--- src/rtl/axi_rd_sched_pkg.sv ---
// Shared types and round-robin helper for the AXI read ID scheduler.
// Optional per-ID read timeout is enabled by defining RD_TIMEOUT_EN.
package axi_rd_sched_pkg;

  localparam int ID_W   = 2;
  localparam int SEQ_W  = 4;
  localparam int NUM_ID = 1 << ID_W;

  typedef struct packed {
    logic [SEQ_W-1:0] seq;
    logic [ID_W-1:0]  id;
  } arid_t;

  function automatic logic [NUM_ID-1:0] rr_pick(
    input logic [NUM_ID-1:0] req,
    input logic [ID_W-1:0]   ptr
  );
    logic [NUM_ID-1:0] gnt;
    logic [ID_W-1:0]   idx;
    logic              found;
    gnt   = '0;
    found = 1'b0;
    for (int k = 0; k < NUM_ID; k++) begin
      idx = ptr + ID_W'(k);
      if (!found && req[idx]) begin
        gnt[idx] = 1'b1;
        found    = 1'b1;
      end
    end
    return gnt;
  endfunction

endpackage

--- src/rtl/rd_id_out_counter.sv ---
// Per-ID issue sequence and outstanding-burst counter.
// Defining RD_TIMEOUT_EN adds a saturating no-progress timer.
module rd_id_out_counter #(
  parameter int SEQ_W = 4
`ifdef RD_TIMEOUT_EN
  ,
  parameter int TO_W  = 10
`endif
) (
  input  logic             clk,
  input  logic             reset_n,
  input  logic             issue,
  input  logic             complete,
  output logic [SEQ_W-1:0] seq,
  output logic             full,
  output logic             zero,
  output logic             timeout
);

  logic [SEQ_W:0]   cnt_q;
  logic [SEQ_W-1:0] seq_q;

  assign seq  = seq_q;
  assign full = cnt_q[SEQ_W];
  assign zero = (cnt_q == '0);

  always_ff @(posedge clk or negedge reset_n) begin
    if (!reset_n) begin
      seq_q <= '0;
      cnt_q <= '0;
    end else begin
      if (issue)
        seq_q <= seq_q + SEQ_W'(1);
      // a completion against zero is an error, not an underflow
      unique case (1'b1)
        (issue && !complete):
          cnt_q <= cnt_q + (SEQ_W+1)'(1);
        (complete && !issue && !zero):
          cnt_q <= cnt_q - (SEQ_W+1)'(1);
        default: ;
      endcase
    end
  end

`ifdef RD_TIMEOUT_EN
  logic [TO_W-1:0] tmr_q;
  logic [TO_W-1:0] tmr_d;
  logic            to_q;

  always_comb begin
    tmr_d = tmr_q;
    if (complete || zero)
      tmr_d = '0;
    else if (!(&tmr_q))
      tmr_d = tmr_q + TO_W'(1);
  end

  always_ff @(posedge clk or negedge reset_n) begin
    if (!reset_n) begin
      tmr_q <= '0;
      to_q  <= 1'b0;
    end else begin
      tmr_q <= tmr_d;
      to_q  <= to_q | (&tmr_d);
    end
  end

  assign timeout = to_q;
`else
  assign timeout = 1'b0;
`endif

endmodule

--- src/rtl/axi_rd_id_scheduler.sv ---
// Round-robin AR channel sharing with per-ID sequence tagging and throttling.
// Optional per-ID read timeout is enabled by defining RD_TIMEOUT_EN.
module axi_rd_id_scheduler
  import axi_rd_sched_pkg::*;
#(
  parameter int ID_W   = axi_rd_sched_pkg::ID_W,
  parameter int SEQ_W  = axi_rd_sched_pkg::SEQ_W,
  parameter int ADDR_W = 32
`ifdef RD_TIMEOUT_EN
  ,
  parameter int TO_W   = 10
`endif
) (
  input  logic                     clk,
  input  logic                     reset_n,
  input  logic [2**ID_W-1:0]       req_valid,
  input  logic [2**ID_W*ADDR_W-1:0] req_addr,
  input  logic [2**ID_W*8-1:0]     req_len,
  output logic [2**ID_W-1:0]       req_ready,
  output logic                     ARVALID,
  input  logic                     ARREADY,
  output logic [ID_W+SEQ_W-1:0]    ARID,
  output logic [ADDR_W-1:0]        ARADDR,
  output logic [7:0]               ARLEN,
  input  logic                     RVALID,
  input  logic                     RREADY,
  input  logic                     RLAST,
  input  logic [ID_W+SEQ_W-1:0]    RID,
  output logic                     idle,
  output logic                     rsp_err,
  output logic [2**ID_W-1:0]       rd_timeout
);

  localparam int N_ID = 2**ID_W;

  logic [N_ID-1:0]            full;
  logic [N_ID-1:0]            zero;
  logic [N_ID-1:0]            elig;
  logic [N_ID-1:0]            grant;
  logic [N_ID-1:0]            complete;
  logic [N_ID-1:0]            to_flag;
  logic [N_ID-1:0][SEQ_W-1:0] seq;

  logic              slot_free;
  logic              cpl;
  logic [ID_W-1:0]   cpl_id;
  logic [SEQ_W-1:0]  unused_rid_seq;
  logic [ID_W-1:0]   gnt_idx;
  logic [ADDR_W-1:0] gnt_addr;
  logic [7:0]        gnt_len;
  logic [ID_W-1:0]   rr_ptr;

  logic              ar_valid_q;
  arid_t             ar_id_q;
  logic [ADDR_W-1:0] ar_addr_q;
  logic [7:0]        ar_len_q;
  logic              rsp_err_q;

  assign elig      = req_valid & ~full;
  assign slot_free = !ar_valid_q || ARREADY;
  assign grant     = slot_free ? rr_pick(elig, rr_ptr) : '0;
  assign req_ready = grant;

  always_comb begin
    gnt_idx  = '0;
    gnt_addr = '0;
    gnt_len  = '0;
    for (int i = 0; i < N_ID; i++) begin
      if (grant[i]) begin
        gnt_idx  = ID_W'(i);
        gnt_addr = req_addr[i*ADDR_W +: ADDR_W];
        gnt_len  = req_len[i*8 +: 8];
      end
    end
  end

  // the RID seq field belongs to the R-side trackers
  assign cpl            = RVALID && RREADY && RLAST;
  assign cpl_id         = RID[ID_W-1:0];
  assign unused_rid_seq = RID[ID_W+SEQ_W-1:ID_W];
  assign complete       = cpl ? (N_ID'(1) << cpl_id) : '0;

  for (genvar i = 0; i < N_ID; i++) begin : g_cnt
    rd_id_out_counter #(
      .SEQ_W (SEQ_W)
`ifdef RD_TIMEOUT_EN
      ,
      .TO_W  (TO_W)
`endif
    ) u_cnt (
      .clk      (clk),
      .reset_n  (reset_n),
      .issue    (grant[i]),
      .complete (complete[i]),
      .seq      (seq[i]),
      .full     (full[i]),
      .zero     (zero[i]),
      .timeout  (to_flag[i])
    );
  end

  always_ff @(posedge clk or negedge reset_n) begin
    if (!reset_n) begin
      ar_valid_q <= 1'b0;
      ar_id_q    <= '0;
      ar_addr_q  <= '0;
      ar_len_q   <= '0;
      rr_ptr     <= '0;
    end else if (slot_free) begin
      ar_valid_q <= |grant;
      if (|grant) begin
        ar_id_q.seq <= seq[gnt_idx];
        ar_id_q.id  <= gnt_idx;
        ar_addr_q   <= gnt_addr;
        ar_len_q    <= gnt_len;
        rr_ptr      <= gnt_idx + ID_W'(1);
      end
    end
  end

  always_ff @(posedge clk or negedge reset_n) begin
    if (!reset_n)
      rsp_err_q <= 1'b0;
    else if (cpl && zero[cpl_id])
      rsp_err_q <= 1'b1;
  end

  assign ARVALID    = ar_valid_q;
  assign ARID       = ar_id_q;
  assign ARADDR     = ar_addr_q;
  assign ARLEN      = ar_len_q;
  assign idle       = !ar_valid_q && (&zero);
  assign rsp_err    = rsp_err_q;
  assign rd_timeout = to_flag;

endmodule

--- config.mk ---
export PLATFORM = sky130hd
export DESIGN_NAME = axi_rd_id_scheduler
export DESIGN_NICKNAME = d
export VERILOG_FILES = /design/src/rtl/axi_rd_sched_pkg.sv /design/src/rtl/rd_id_out_counter.sv /design/src/rtl/axi_rd_id_scheduler.sv
export SDC_FILE = /design/constraint.sdc
export NUM_CORES = 1
export LEC_CHECK = 0
export BUFFER_PORTS_ARGS = -buffer_cell sky130_fd_sc_hd__buf_4
export CORE_MARGIN = 2
export CORE_UTILIZATION = 49
export CTS_CLUSTER_DIAMETER = 60
export CTS_CLUSTER_SIZE = 40
export DETAILED_ROUTE_END_ITERATION = 8
export PLACE_DENSITY_LB_ADDON = 0.3
export SETUP_SLACK_MARGIN = 0.3
export SYNTH_ARGS = -nofsm -noshare
export SYNTH_HDL_FRONTEND = slang
export SYNTH_SLANG_ARGS = --single-unit
--- constraint.sdc ---
create_clock -name clk -period 5 [get_ports clk]
set_clock_uncertainty 0.1 [all_clocks]
set_input_delay 0.75 -clock clk [delete_from_list [all_inputs] [get_ports clk]]
set_output_delay 0.75 -clock clk [all_outputs]
set_load 0.005 [all_outputs]
Yosys cells after proc, flatten, opt, wreduce, memory -nomap -nowiden
Index checks and enable logic that the tools add are counted.
- register bits: 86
- latch bits: 0
- RAM bits: 0
- memory bits (read-only): 0
- bits of input ports: 176
- output and inout port bits: 57
- memories: 0
- add/subtract/negate cells: 16
- multipliers: 0
- div/mod/pow operators: 0
- magnitude comparators: 10
- equality and inequality tests: 0
- shifts and indexed selects: 1
- multiplexer cells: 44
- bitwise gates (word level): 5
- reduce and logical (&&, ||, !) cells: 51
- operators by type and width (cell ; number):
    2-to-1 mux 32 bit ; 4
    case mux 5 bit (2 select lines) ; 4
    2-to-1 mux 8 bit ; 4
    2-to-1 mux 4 bit ; 7
    logical AND 1 bit ; 23
    adder 5 x 1 -> 5 bit (second input constant) ; 4
    zero test 5 bit ; 4
    subtractor 5 x 1 -> 5 bit (second input constant) ; 4
    < comparator 2 x 3 -> 1 bit (second input constant) ; 6
    adder 4 x 1 -> 4 bit (second input constant) ; 4
    zero test 1 bit ; 16
    2-to-1 mux 1 bit ; 13
    OR 4 bit ; 3
    binary-select mux 1 bit (select 2 bit) ; 5
    binary-select mux 4 bit (select 2 bit) ; 1
    demux 1 bit (select 2 bit) ; 4
    >= comparator 2 x 1 -> 1 bit (second input constant) ; 4
    nonzero test 2 bit ; 4
    adder 2 x 1 -> 2 bit (second input constant) ; 2
    adder 2 bit (second input constant) ; 2
    AND 4 bit ; 1
    2-to-1 mux 2 bit ; 2
    inverter 4 bit ; 1
    AND reduction 4 bit ; 1
    4 further kinds ; 4

Longest topological paths before layout
Gate-level depths: netlist of the first run.
- depth after elaboration: 20
- depth in mapped cells: 15
- depth with buffers taken out: 15

Cells and area by module
From an unflattened synthesis of the first run, not the netlist that was laid out.
- cell total of the unflattened synthesis: 655
- area, all modules: 5798.1 um2
- by module, submodules not included (module ; times used ; cells an instance ; area an instance (um2) ; sequential area each (um2)):
    axi_rd_id_scheduler ; 1 ; 411 ; 3460.8 ; 1251.2
    rd_id_out_counter ; 4 ; 61 ; 584.3 ; 225.2

Worst setup path before layout of the first run
OpenSTA, ideal clock, no wires.
- kind: register to output
- start point: reg rr_ptr[0]
- end point: out req_ready[3]
- arrival: 2.679 ns
- path slack: 1.471 ns
- cell stages (with the launch flop): 10
- buffers on the path: 3
- path through: dfrtp_1 -> inv_2 -> ha_1 -> or3_4 -> a2111oi_4 -> o21ai_1 -> a31oi_1 -> buf_2 -> buf_2 -> buf_4
- word-level cells in the longest chain between the ends: 13
- ends and longest elaborated chain (what ; RTL line ; text):
    start, declared ; axi_rd_id_scheduler.sv:51 ; logic [ID_W-1:0] rr_ptr;
    start signal, assigned ; axi_rd_id_scheduler.sv:116 ; rr_ptr <= gnt_idx + ID_W'(1);
    branches (longest 11 deep; another with < comparator 2 x 3 -> 1 bit) ; n/a ;
    2-to-1 mux 4 bit * ; axi_rd_sched_pkg.sv:25 ; if (!found && req[idx]) begin
    2-to-1 mux 4 bit * ; axi_rd_id_scheduler.sv:61 ; assign grant = slot_free ? rr_pick(elig, rr_ptr) : '0;
    end, declared ; axi_rd_id_scheduler.sv:19 ; output logic [2**ID_W-1:0] req_ready,
Mark *: on every way between the ends. The select of a mux whose other input is x is not followed.

Worst setup path after layout of the first run
Ends and elaborated chain as after synthesis.

==> results by stage, run 1 <==
Clocking:
- For this design, the sink count on the clock tree is between 80 and 90.
- The number of setup buffers added after CTS is 0.
- The H-tree depth is 3.
- The hold buffer count at CTS is 0.
- In this run the clock root is driven by a clkbuf_16.
- The TritonCTS clock tree is built.
- The total CTS buffers is 9.
- The post-cts sizing count is 0.
- The clock input transition at the sequential cells of the worst setup and hold paths is approximately 0.060 ns.
- The clock latency on the worst-skew pair is approximately 0.34 ns.
- The maximum buffer depth of the clock tree is 2.

Logic synthesis:
- The instance count of the mapped netlist is 626.
- Counting flops with a built-in enable in the synthesized netlist gives 0.
- The xor/xnor share of the synthesized area is 4.453%.
- A synthesized cell averages roughly 9 sq um.
- The share of synthesized flip-flops with an asynchronous set or reset is 100.0%.
- The library cell occupying the most area in the post-synthesis netlist is dfrtp_1.
- The commonest cells after synthesis are nand3_1 (135), dfrtp_1 (86), a21oi_1 (52), nand2b_1 (46), a22o_1 (42).
- In this run, synthesis produced a sequential element count of 86.
- Ranked by total cell area, the synthesized netlist is headed by dfrtp_1 (38%), nand3_1 (12%), a22o_1 (6.4%).
- Multiplexer cells account for about 2.8% of the synthesized area.
- The synthesized netlist devotes 26.80% of its cell area to simple gates.
- The number of synthesis warnings is 0.
- The area share of fa/ha/maj cells after synthesis is under 10%.
- The fraction of synthesized cell area taken by the top area cell type is 37.73%.
- Summing every instance area after synthesis gives around 0.0057 sq mm.
- The prevailing post-synth register cell is dfrtp_1.
- The most common cell in the synthesized netlist is nand3_1.
- The number of library cell types mapped by synthesis is 69.
- Of the synthesized area, sequential elements account for 37.73%.
- The main combinational cell family by area after synthesis is simple AND/OR/NAND/NOR gates.
- The share of the synthesized area in compound gates (AO/OA/AOI/OAI) is approximately a fifth.

STA:
- At the pin with the least slew margin, the transition time is roughly 1.1 ns.
- The number of pins exceeding their max-slew limit in the final report is 0.
- The final count of hold timing violations is 0.
- After layout, the minimum clock period comes to between 4 and 5 ns.
- For the final routed database, the setup TNS stands at 0 ns.
- Setup repair after global routing left no endpoint under its margin.
- Timing would allow up to around 0.23 GHz.
- Once routing completed, OpenROAD measured the worst setup slack at 0.5831 ns.
- Setup violations remaining at the end of the flow were counted as 0.
- Dividing the final minimum period by the clock period gives about nine tenths.
- In this run the tightest slew margin relative to its limit is approximately 29%.

Worst setup path:
- The worst stage delay on the critical path is ~0.56 ns.
- In this run the register-to-register setup slack is roughly 1.1 ns.
- In this run the worst path has a maximum fanout of 57.
- The most numerous cell type found on the critical path is buf_4.
- The reg-to-reg startpoint is rr_ptr[0].
- The startpoint type of the worst setup path is a flop.
- The worst setup path is captured at an output port.
- The worst path arrival time is 3.57 ns.
- Broken down by cell family, the worst path's largest delay share belongs to buffers and inverters.
- The classification of the worst setup path is reg -> out.
- The logic depth of the worst register-to-register path is 13.
- Walking the worst path, the cells encountered are inv_2 -> ha_1 -> or3_4 -> a2111oi_4 -> o21ai_1 -> a31oi_4 -> buf_4 -> buf_4.
- The worst register-to-register path ends at g_cnt[3].u_cnt.cnt_q[4].
- The critical path contains buffers and inverters numbering 3 combined.
- The slowest stage of the critical path is the buf_4 cell.
- The critical path required time is 4.15 ns.

Floorplanning:
- In this run the vertical extent of the chip is approximately 110 microns.
- After floorplanning, the core was divided into 39 placement rows.
- The I/O pin count is approximately 230.
- The die footprint is 0.01252 sq mm.
- The initial standard-cell utilization of the core is between 50% and 60%.
- From left edge to right edge, the die measures around 110 microns.
- The placeable core area is about 0.011 sq mm.

Route:
- The overall routed net length is ~18 mm.
- The number of search-and-repair iterations in the first detailed-routing pass is 5.
- The number of vias per cell after detailed routing is ~6.0.
- In this run the remaining antenna-violating nets after routing total 0.
- The initial DRC count is between 500 and 600.
- In the final routed layout, each cell accounts on average for around 18 microns.
- The number of remaining DRC errors is 0.
- The routed via count is 5,803.

Run status:
- The flow ran to the end, and the final reports show no timing, DRC or antenna violations.

Cells and area:
- In the final layout, the share of cells above drive strength 1 is between 30% and 40%.
- Summing all flip-flop and latch instances after layout gives roughly 0.0022 sq mm.
- Counting the fill cells in the layout gives approximately 900.
- The number of diodes is 0.
- The number of nets at the end of the flow is a little over 1,000.
- Leaving out filler cells and counting taps, the final layout contains around 970.
- Relative to the synthesized area, the layout overhead comes to 35.29%.
- Summing all multi-input logic gate instances after layout gives around 0.0033 sq mm.

Hold path:
- Along the worst hold path, the cell count comes to 1.
- For hold timing, the worst endpoint is g_cnt[0].u_cnt.seq[3].
- The worst hold path belongs to the class reg -> reg.
- The startpoint of the most critical hold path is g_cnt[0].u_cnt.seq[3].

Placement:
- After detailed placement, the design holds a cell count of between 900 and 1,000.
- OpenSTA, run right after detailed placement, puts the worst setup slack at 1.040 ns.
- The number of port buffers is roughly 220.
- Detailed placement ended at an HPWL of between 10 and 15 mm.
- The placer congestion estimate is around 0.95.

Global routing:
- Global routing used between 20% and 30% of the available tracks across all layers.
- The fraction of met3 tracks used by global routing is under 10%.
- The met1 global-route usage is between 30% and 40%.
- Entering global routing, the biggest net connects between 80 and 90 pins.
- The met2 track demand over resource in global routing is between 40% and 50%.
- The number of global-route vias before repair came to around 5,700.
- After global routing the overflow that remains totals 0.
- The first global-routing pass estimated ~29 mm of wire.
- The initial antenna violation count was 0.
- The layer flagged by global routing as most heavily used is met2.

Pwr:
- IR analysis of the VDD net gives a maximum drop of around 460 uV.
- The leakage power summed over all cells is 0.003523 uW.
- In this run the power density over the cells is 781.6 mW/mm^2.

Job:
- The max-capacitance violation count is 0.
[worst register-to-register path: stages, from the launching register on]
cell and delay (ns):
dfrtp_1 0.54, inv_2 0.19, ha_1 0.41, or3_4 0.44, a2111oi_4 0.41, o21ai_1 0.24, a31oi_4 0.20, nor3_2 0.10
xor2_1 0.19, ha_1 0.24, or3_1 0.31, a21oi_1 0.15, a2bb2oi_1 0.10, xnor2_1 0.15
[report_power, final]
group	internal, uW	switching [uW]
sequential	1100	327
combinational	1710	2180
clock	410	301
[sequential cells by signal, indices dropped and copies added, names as in the netlist]
| name | cells |
|---|---|
| ARADDR | 32 |
| g_cnt.u_cnt.cnt_q | 20 |
| g_cnt.u_cnt.seq | 16 |
| ARLEN | 8 |
| ARID | 6 |
| rr_ptr | 2 |
| ARVALID | 1 |
| rsp_err | 1 |
[placed cells by master, fill, tap and decap left out, drive strengths merged, types with 4 or more instances in the layout]
master | netlist | layout
and2 | 4 | 4
ha | 18 | 18
buf | 34 | 233
a32oi | 6 | 6
inv | 6 | 10
a22oi | 5 | 5
a31oi | 5 | 5
and3 | 4 | 4
xnor2 | 22 | 22
conb | 1 | 4
nor2b | 8 | 8
a211oi | 4 | 4
nand2b | 47 | 47
dfrtp | 86 | 86
nor2 | 18 | 18
clkbuf | 18 | 10
a21oi | 53 | 53
nor3 | 13 | 13
a22o | 42 | 42
and3b | 4 | 4
o21ai | 8 | 8
or3 | 8 | 8
nand4 | 9 | 9
mux2 | 8 | 8
nand2 | 14 | 14
nand3 | 135 | 135
xor2 | 7 | 7
[through the flow]
step	util, %	total power [uW]	cell area, sq um	hold WS, ns
floorplan	-	4198	5715	0.3387
CTS	67.88	6041	7717	0.3842
global route	67.88	6505	7717	0.4021
detailed placement	65.12	5297	7403	0.3721
finish	67.88	6032	7717	0.3780
global placement	65.12	5149	7403	0.3603
[routing by layer]
metal	vias to the layer above	part of all wire, %
met5	-	0
met4	0	2.8
met3	44	7.4
met2	248	49
met1	2809	40
li1	2702	-
[layout make-up]
class | instances | area share (%)
multi-input combinational | 485 | 42.77
sequential | 86 | 27.89
timing repair buffer | 233 | 22.67
clock buffer | 10 | 3.097
tap | 143 | 2.318
clock inverter | 6 | 0.9728
inverter | 6 | 0.2918
[how the worst max path moves through the flow]
stage / startpoint / endpoint / slack, ns / cells past startpoint
after floorplan: rr_ptr[0] / req_ready[3] / 1.47 / 9
after global placement: rr_ptr[0] / req_ready[3] / 1.11 / 8
after detailed placement: rr_ptr[0] / req_ready[3] / 1.04 / 8
after CTS: rr_ptr[0] / req_ready[3] / 0.61 / 8
after global routing: rr_ptr[0] / req_ready[3] / 0.42 / 8
final: rr_ptr[0] / req_ready[3] / 0.58 / 8
[logic make-up after synthesis]
logic type,after synthesis
other,1
flip-flops,86
AND/OR/NAND/NOR,276
AO/OA/AOI/OAI,147
adder cells (fa/ha/maj),18
XOR/XNOR,29
multiplexers,11
buffers and inverters,58
Power figures use the tool's default switching activity.
==> inputs of run 2 (changes only) <==
--- a/config.mk
+++ b/config.mk
@@ -7,7 +7,8 @@
 export LEC_CHECK = 0
 export BUFFER_PORTS_ARGS = -buffer_cell sky130_fd_sc_hd__buf_4
 export CORE_MARGIN = 2
-export CORE_UTILIZATION = 49
+export CORE_UTILIZATION = 51
+export CTS_BUF_LIST = sky130_fd_sc_hd__clkbuf_4 sky130_fd_sc_hd__clkbuf_8
 export CTS_CLUSTER_DIAMETER = 60
 export CTS_CLUSTER_SIZE = 40
 export DETAILED_ROUTE_END_ITERATION = 8
==> run 2 against run 1 <==
Against the previous run:
- via count is 1.0% higher
- global-route usage is 0.80 points higher
- sequential power hardly changed
- hold slack worse by 0.16 ns
- critical path depth stayed put
- cell count is 0.21% lower
- fmax is 1.1% higher
- core utilization is 2.2 points higher
- design area is 1.1% lower
- sequential share of layout area is 0.31 points higher
- highest routed layer unchanged
- die area is 3.8% lower
- power is 2.5% lower
==> results by stage, run 2 (same netlist as run 1, synthesis figures left out) <==
Cells and area:
- The number of diodes is 0.
- Relative to the synthesized area, the layout overhead comes to 33.80%.
- The net count of the finished layout is approximately 1,000.
- The most common library cell in the layout ignoring fill and taps is buf_4.
- Fill cells in the final layout number 859.
- The number of flip-flops in the largest register is 32.
- Cells fill between 70% and 80% of the core in the end.
- The fraction of final layout cells sized beyond drive strength 1 is 33.49%.
- The area taken by multi-input logic gates is 0.003299 sq mm.
- Leaving out fill and tap cells, the most frequent cells in the layout are buf_4 (232), nand3_1 (134), dfrtp_1 (86).
- Across the whole layout, storage elements account for around 0.0022 sq mm.

Pwr:
- The relative contribution of sequential cells to total power is about 24%.
- The combinational share of power is between 60% and 70%.
- The total power per unit cell area is just under 800 mW/mm^2.
- The worst voltage drop across the vdd grid is approximately 400 uV.
- The net load switching power is approximately 2800 uW.
- The switching fraction of total power is 47.30%.
- The clock share of power is 8.5%.
- The internal power of the cells totals between 3000 and 4000 uW.
- The leakage power summed over all cells is roughly 0.0035 uW.

Clocking:
- After clock tree synthesis, the clock-pin slew on the worst setup and hold paths is roughly 0.090 ns.
- The total CTS buffers is 9.
- In this run, post-CTS hold repair placed 0 buffers.
- In this run the clock root is driven by a clkbuf_8.
- The clock sink count is 86.
- The H-tree was split into 3 levels.
- No sink is reached through more buffers than the 2 on the longest clock path.
- The post-cts sizing count is 0.
- Post-CTS timing repair inserted 0 buffers for setup.
- The TritonCTS clock tree is built.
- Clock latency on the worst-skew pair, taken at its later pin, is between 0.3 and 0.4 ns.

Global routing:
- Entering global routing, the biggest net connects 58 pins.
- The total global routing overflow is 0.
- Global routing used between 20 and 30% of the available tracks.
- The number of global-route vias before repair is around 5,600.
- The first global-routing pass estimated around 27 mm of wire.
- The initial antenna violation count is 0.

STA:
- Setup violations remaining at the end of the flow were counted as 0.
- Setup repair after global routing left no endpoint under its margin.
- The share of the cycle needed by the critical path after routing is 87.39%.
- The maximum achievable frequency is roughly 0.23 GHz.
- The final count of hold timing violations is 0.
- The worst path in the final design needs a cycle of around 4.4 ns, including I/O delays and setup.
- The transition time at the pin with the least slew margin is 0.7995 ns.
- In this run the tightest slew margin relative to its limit is between 40 and 50%.
- In the final timing run, aggregate negative setup slack is 0 ns.
- The number of pins exceeding their max-slew limit in the final report was 0.

Floorplanning:
- The die footprint is ~0.012 sq mm.
- In this run the vertical extent of the chip is ~110 microns.
- The initial standard-cell utilization of the core is a little over half.
- In this run the horizontal extent of the chip is about 110 microns.
- In this run the count of I/O pins placed on the die edge is between 200 and 250.
- After floorplanning, the core was divided into 38 placement rows.
- The core region is 0.01089 sq mm.

Worst setup path:
- The classification of the worst setup path is reg -> out.
- The worst setup path is launched from a flop.
- STA classifies the critical path endpoint as an output port.
- The critical path required time is 4.15 ns.
- The worst path arrival time is 3.52 ns.
- The highest fanout seen on the critical path is 57.

Route:
- The count of nets left with antenna violations once routing finished came out at 0.
- Dividing the detail-routed via count by the number of cells gives a little over 6.
- The number of search-and-repair iterations in the first detailed-routing pass is 7.
- The first routing iteration left between 400 and 500 violations.
- For this run, design rule violations remaining after detail routing come to 0.
- The overall routed net length is approximately 18 mm.
- The routed layout has 5,861 vias.
- Dividing the detail-routed wire length by the instance count gives 18.45 microns.

Placement:
- The congestion estimate from routability-driven global placement came to 0.9649.
- The post-DP HPWL is 13.10 mm.
- The count of buffers added on input and output ports is 224.

Job:
- Max-cap violations in this run came to 0.

Run status:
- The run finished with clean final reports.

Hold path:
- The min-delay analysis places its worst path in the category in -> async.
[run 2: power groups by stage]
| stage | Clock [uW] | Combinational, uW | Sequential [uW] |
|---|---|---|---|
| after floorplan | 0 | 2820 | 1380 |
| after global placement | 0 | 3790 | 1400 |
| after detailed placement | 0 | 3930 | 1420 |
| after CTS | 508 | 3950 | 1410 |
| after global routing | 541 | 4350 | 1470 |
| final | 499 | 3960 | 1420 |
[run 2: worst max-delay path, stage by stage, from the launching register on]
cell and delay, ns:
dfrtp_1 0.55, inv_1 0.18, ha_1 0.38, or3_4 0.43, a2111oi_4 0.41, o21ai_1 0.23, a31oi_4 0.19, buf_4 0.56
buf_4 0.22
[run 2: final timing paths]
path	startpoint	end	slack, ns	cells past startpoint
max in group asynchronous	reset_n	g_cnt[2].u_cnt.cnt_q[2]	3.53	2
max	rr_ptr[1]	req_ready[3]	0.63	8
max reg2reg	rr_ptr[1]	g_cnt[2].u_cnt.cnt_q[4]	1.05	14
min	reset_n	g_cnt[3].u_cnt.seq[3]	0.22	1
min in group clk	g_cnt[2].u_cnt.seq[3]	g_cnt[2].u_cnt.seq[3]	0.37	1
min reg2reg	g_cnt[2].u_cnt.seq[3]	g_cnt[2].u_cnt.seq[3]	0.37	1
[run 2: per-layer routing]
layer | routed length [microns] | global-route usage, % | up-vias
met4 | 573 | 11.84 | 0
met1 | 6924 | 36.63 | 2779
met5 | 0 | 0 | -
li1 | - | - | 2700
met3 | 1598 | 6.817 | 54
met2 | 8748 | 47.80 | 328
[run 2: final cells by class]
| class | count | share of cell area [%] |
|---|---|---|
| Inverter | 6 | 0.2951 |
| Tap cell | 140 | 2.295 |
| Sequential cell | 86 | 28.20 |
| Clock inverter | 6 | 0.9180 |
| Multi-Input combinational cell | 485 | 43.23 |
| Clock buffer | 10 | 1.721 |
| Timing Repair Buffer | 234 | 23.34 |
[run 2: through the flow]
stage,total power [uW],hold WS (ns),worst slack (ns),instance area [sq um],instances
3_5_place_dp,5347,0.3587,1.010,7431,951
5_1_grt,6361,0.2241,0.4292,7632,967
4_1_cts,5867,0.2213,0.6449,7632,967
6_report,5882,0.2169,0.6304,7632,967
2_1_floorplan,4198,0.3387,1.471,5715,629
3_3_place_gp,5193,0.3614,1.129,7431,951
==> inputs of run 3 (changes only) <==
--- a/config.mk
+++ b/config.mk
@@ -6,8 +6,10 @@
 export NUM_CORES = 1
 export LEC_CHECK = 0
 export BUFFER_PORTS_ARGS = -buffer_cell sky130_fd_sc_hd__buf_4
+export CELL_PAD_IN_SITES_DETAIL_PLACEMENT = 0
+export CELL_PAD_IN_SITES_GLOBAL_PLACEMENT = 1
 export CORE_MARGIN = 2
-export CORE_UTILIZATION = 51
+export CORE_UTILIZATION = 37
 export CTS_BUF_LIST = sky130_fd_sc_hd__clkbuf_4 sky130_fd_sc_hd__clkbuf_8
 export CTS_CLUSTER_DIAMETER = 60
 export CTS_CLUSTER_SIZE = 40
@@ -17,3 +19,4 @@
 export SYNTH_ARGS = -nofsm -noshare
 export SYNTH_HDL_FRONTEND = slang
 export SYNTH_SLANG_ARGS = --single-unit
+export TNS_END_PERCENT = 10
==> run 3 against run 2 <==
Against the previous run:
- core utilization decreased by 20 points
- via count decreased by 2.4%
- global-route usage decreased by 6.7 points
- non-clock buffer count unchanged
- critical endpoint unchanged
- highest routed layer unchanged
- die area increased by 36%
- first-iteration DRC count decreased by 15%
- routed wire length increased by 3.3%
==> results by stage, run 3 (same netlist as run 1, synthesis figures left out) <==
Global routing:
- The number of global-route vias before repair is between 5,000 and 6,000.
- The pin count of the biggest net entering global routing is between 50 and 60.
- The total global routing overflow is 0.
- The global router's overall resource usage is 22.32%.
- The first global-routing pass estimated around 29 mm of wire.
- The initial antenna violation count is 1.

Floorplanning:
- The I/O pin count is 233.
- The die extent in x is 128.2 microns.
- The overall die height is roughly 130 microns.
- The number of placement rows is 45.
- The die covers roughly 0.016 sq mm.
- The placeable core area is between 0.015 and 0.02 sq mm.
- Once the floorplan was initialized, standard cells occupied around 38% of the core.

Pwr:
- Across the VDD grid, the largest voltage drop is ~390 uV.
- The analysis attributes to cell leakage a power of between 0.003 and 0.004 uW.
- The total power per unit cell area is roughly 750 mW/mm^2.

Worst setup path:
- The signal on the critical path passes through inv_2 -> ha_1 -> or3_4 -> a2111oi_4 -> o21ai_1 -> a31oi_4 -> buf_4 -> buf_4.
- The highest fanout seen on the critical path is 57.
- The worst setup path is of the reg -> out kind.
- Counting stages on the worst path, the most repeated cell is buf_4.
- The startpoint type of the worst setup path is a flop.
- Among cell families on the critical path, the largest total delay comes from buffers and inverters.
- The worst stage delay on the critical path is slightly below 0.6 ns.
- The sum of buffers and inverters on the critical path is 3.
- The critical path required time is about 4.2 ns.
- Data arrives at the worst endpoint at ~3.6 ns.
- The largest individual stage delay along the critical path comes from the cell buf_4.
- The element type at the critical path end is an output port.

Route:
- The number of remaining DRC errors is 0.
- The overall routed net length is ~18 mm.
- The number of vias per cell after detailed routing is 5.638.
- The number of nets with antenna violations after routing is 0.
- The average wire per cell in the routed design is roughly 18 microns.
- The initial DRC count is about 400.
- The routed via count is 5,723.
- The number of search-and-repair iterations in the first detailed-routing pass is 4.

Hold path:
- The path class of the tightest hold or removal check is in -> async.

Cells and area:
- The number of nets at the end of the flow is a little over 1,000.
- The area added between synthesis and finish is 33.76%.
- Leaving out fill and tap cells, the most frequent cells in the layout are buf_4 (234), nand3_1 (134), dfrtp_1 (86).
- The final core area utilization is around half.
- The fraction of final layout cells sized beyond drive strength 1 is roughly 34%.
- The number of diodes is 0.
- The number of flip-flops in the largest register is 32.
- Leaving out fill and tap cells, the most frequent cell in the layout is buf_4.

Job:
- The max-capacitance violation count is 0.

STA:
- The routed design could run at a clock period as short as about 4.5 ns.
- The number of pins exceeding their max-slew limit in the final report is 0.
- Setup violations remaining at the end of the flow were counted as 0.
- Setup repair after global routing left no endpoint under its margin.
- Headroom to the max-slew limit came out at around 44%.
- The maximum achievable frequency is 0.2245 GHz.
- The share of the cycle needed by the critical path after routing is roughly nine tenths.
- The worst-case hold slack is approximately 0.3 ns.
- The final count of hold timing violations is 0.
- The total negative setup slack is 0 ns.
- For the pin with the worst max-slew slack, the measured transition is 0.8232 ns.

Clocking:
- No sink is reached through more buffers than the 2 on the longest clock path.
- In this run, post-CTS hold repair placed 0 buffers.
- The clock sink count is 86.
- Gates resized during post-CTS repair numbered 0.
- The cell sitting at the root of the clock tree is a clkbuf_8.
- The total CTS buffers is 9.
- After clock tree synthesis, the clock-pin slew on the worst setup and hold paths is roughly 0.090 ns.
- The clock latency on the worst-skew pair is ~0.37 ns.
- The TritonCTS clock tree is built.
- The H-tree depth is 3.
- The number of setup buffers added after CTS is 0.

Placement:
- In this run the tool buffered the top-level ports with 224 buffer cells.
- Summed over all nets, the half-perimeter wirelength after detailed placement is between 10 and 15 mm.
- At the end of routability-driven placement, the weighted congestion stood at slightly below 0.9.

Run status:
- The flow ran to the end, and the final reports show no timing, DRC or antenna violations.
==> run 3: cell count changes in the layout (fill, tap and decap cells not counted), sizes merged <==
cell	previous run	this run
clkinv	4	6
bufinv	1	0
clkbuf	10	9
==> run 3: metrics by stage <==
| stage | std cells | setup slack [ns] | instance area [sq um] | total power [uW] |
|---|---|---|---|---|
| floorplan | 629 | 1.471 | 5715 | 4198 |
| global placement | 999 | 1.048 | 7467 | 5224 |
| detailed placement | 999 | 1.024 | 7467 | 5336 |
| CTS | 1015 | 0.5791 | 7630 | 5809 |
| global route | 1015 | 0.3566 | 7630 | 6293 |
| finish | 1015 | 0.5448 | 7630 | 5759 |
==> run 3: where the power goes <==
| part | switching (uW) | internal [uW] | total [uW] | leakage (uW) |
|---|---|---|---|---|
| sequential | 316 | 1100 | 1420 | 0.00102 |
| clock | 264 | 177 | 442 | 0.0000927 |
| combinational | 2190 | 1710 | 3900 | 0.00235 |
| total | 2770 | 2990 | 5760 | 0.00347 |
==> run 3: path summary, 6_finish.rpt <==
check	depth (start not counted)	slack, ns	startpoint	end
min	1	0.30	reset_n	ARADDR[0]
max in group asynchronous	2	3.51	reset_n	g_cnt[0].u_cnt.cnt_q[4]
max reg2reg	13	1.04	rr_ptr[0]	g_cnt[1].u_cnt.cnt_q[4]
min reg2reg	1	0.37	g_cnt[2].u_cnt.seq[3]	g_cnt[2].u_cnt.seq[3]
min in group clk	1	0.37	g_cnt[2].u_cnt.seq[3]	g_cnt[2].u_cnt.seq[3]
max	8	0.54	rr_ptr[0]	req_ready[3]
==> run 3: cell type report <==
type	instances	area (sq um)
Timing Repair Buffer	234	1757
Inverter	6	22.52
Clock buffer	9	123.9
Sequential cell	86	2152
Fill cell	1432	7516
Multi-Input combinational cell	485	3301
Clock inverter	7	38.79
Tap cell	188	235.2
==> run 3: layer usage <==
| metal | share of wire (%) | track usage [%] | routed length, microns |
|---|---|---|---|
| met1 | 42 | 28.91 | 7807 |
| met2 | 50 | 38.28 | 9293 |
| met3 | 5.2 | 3.047 | 957 |
| met4 | 2.0 | 7.822 | 372 |
| met5 | 0 | 0 | 0 |
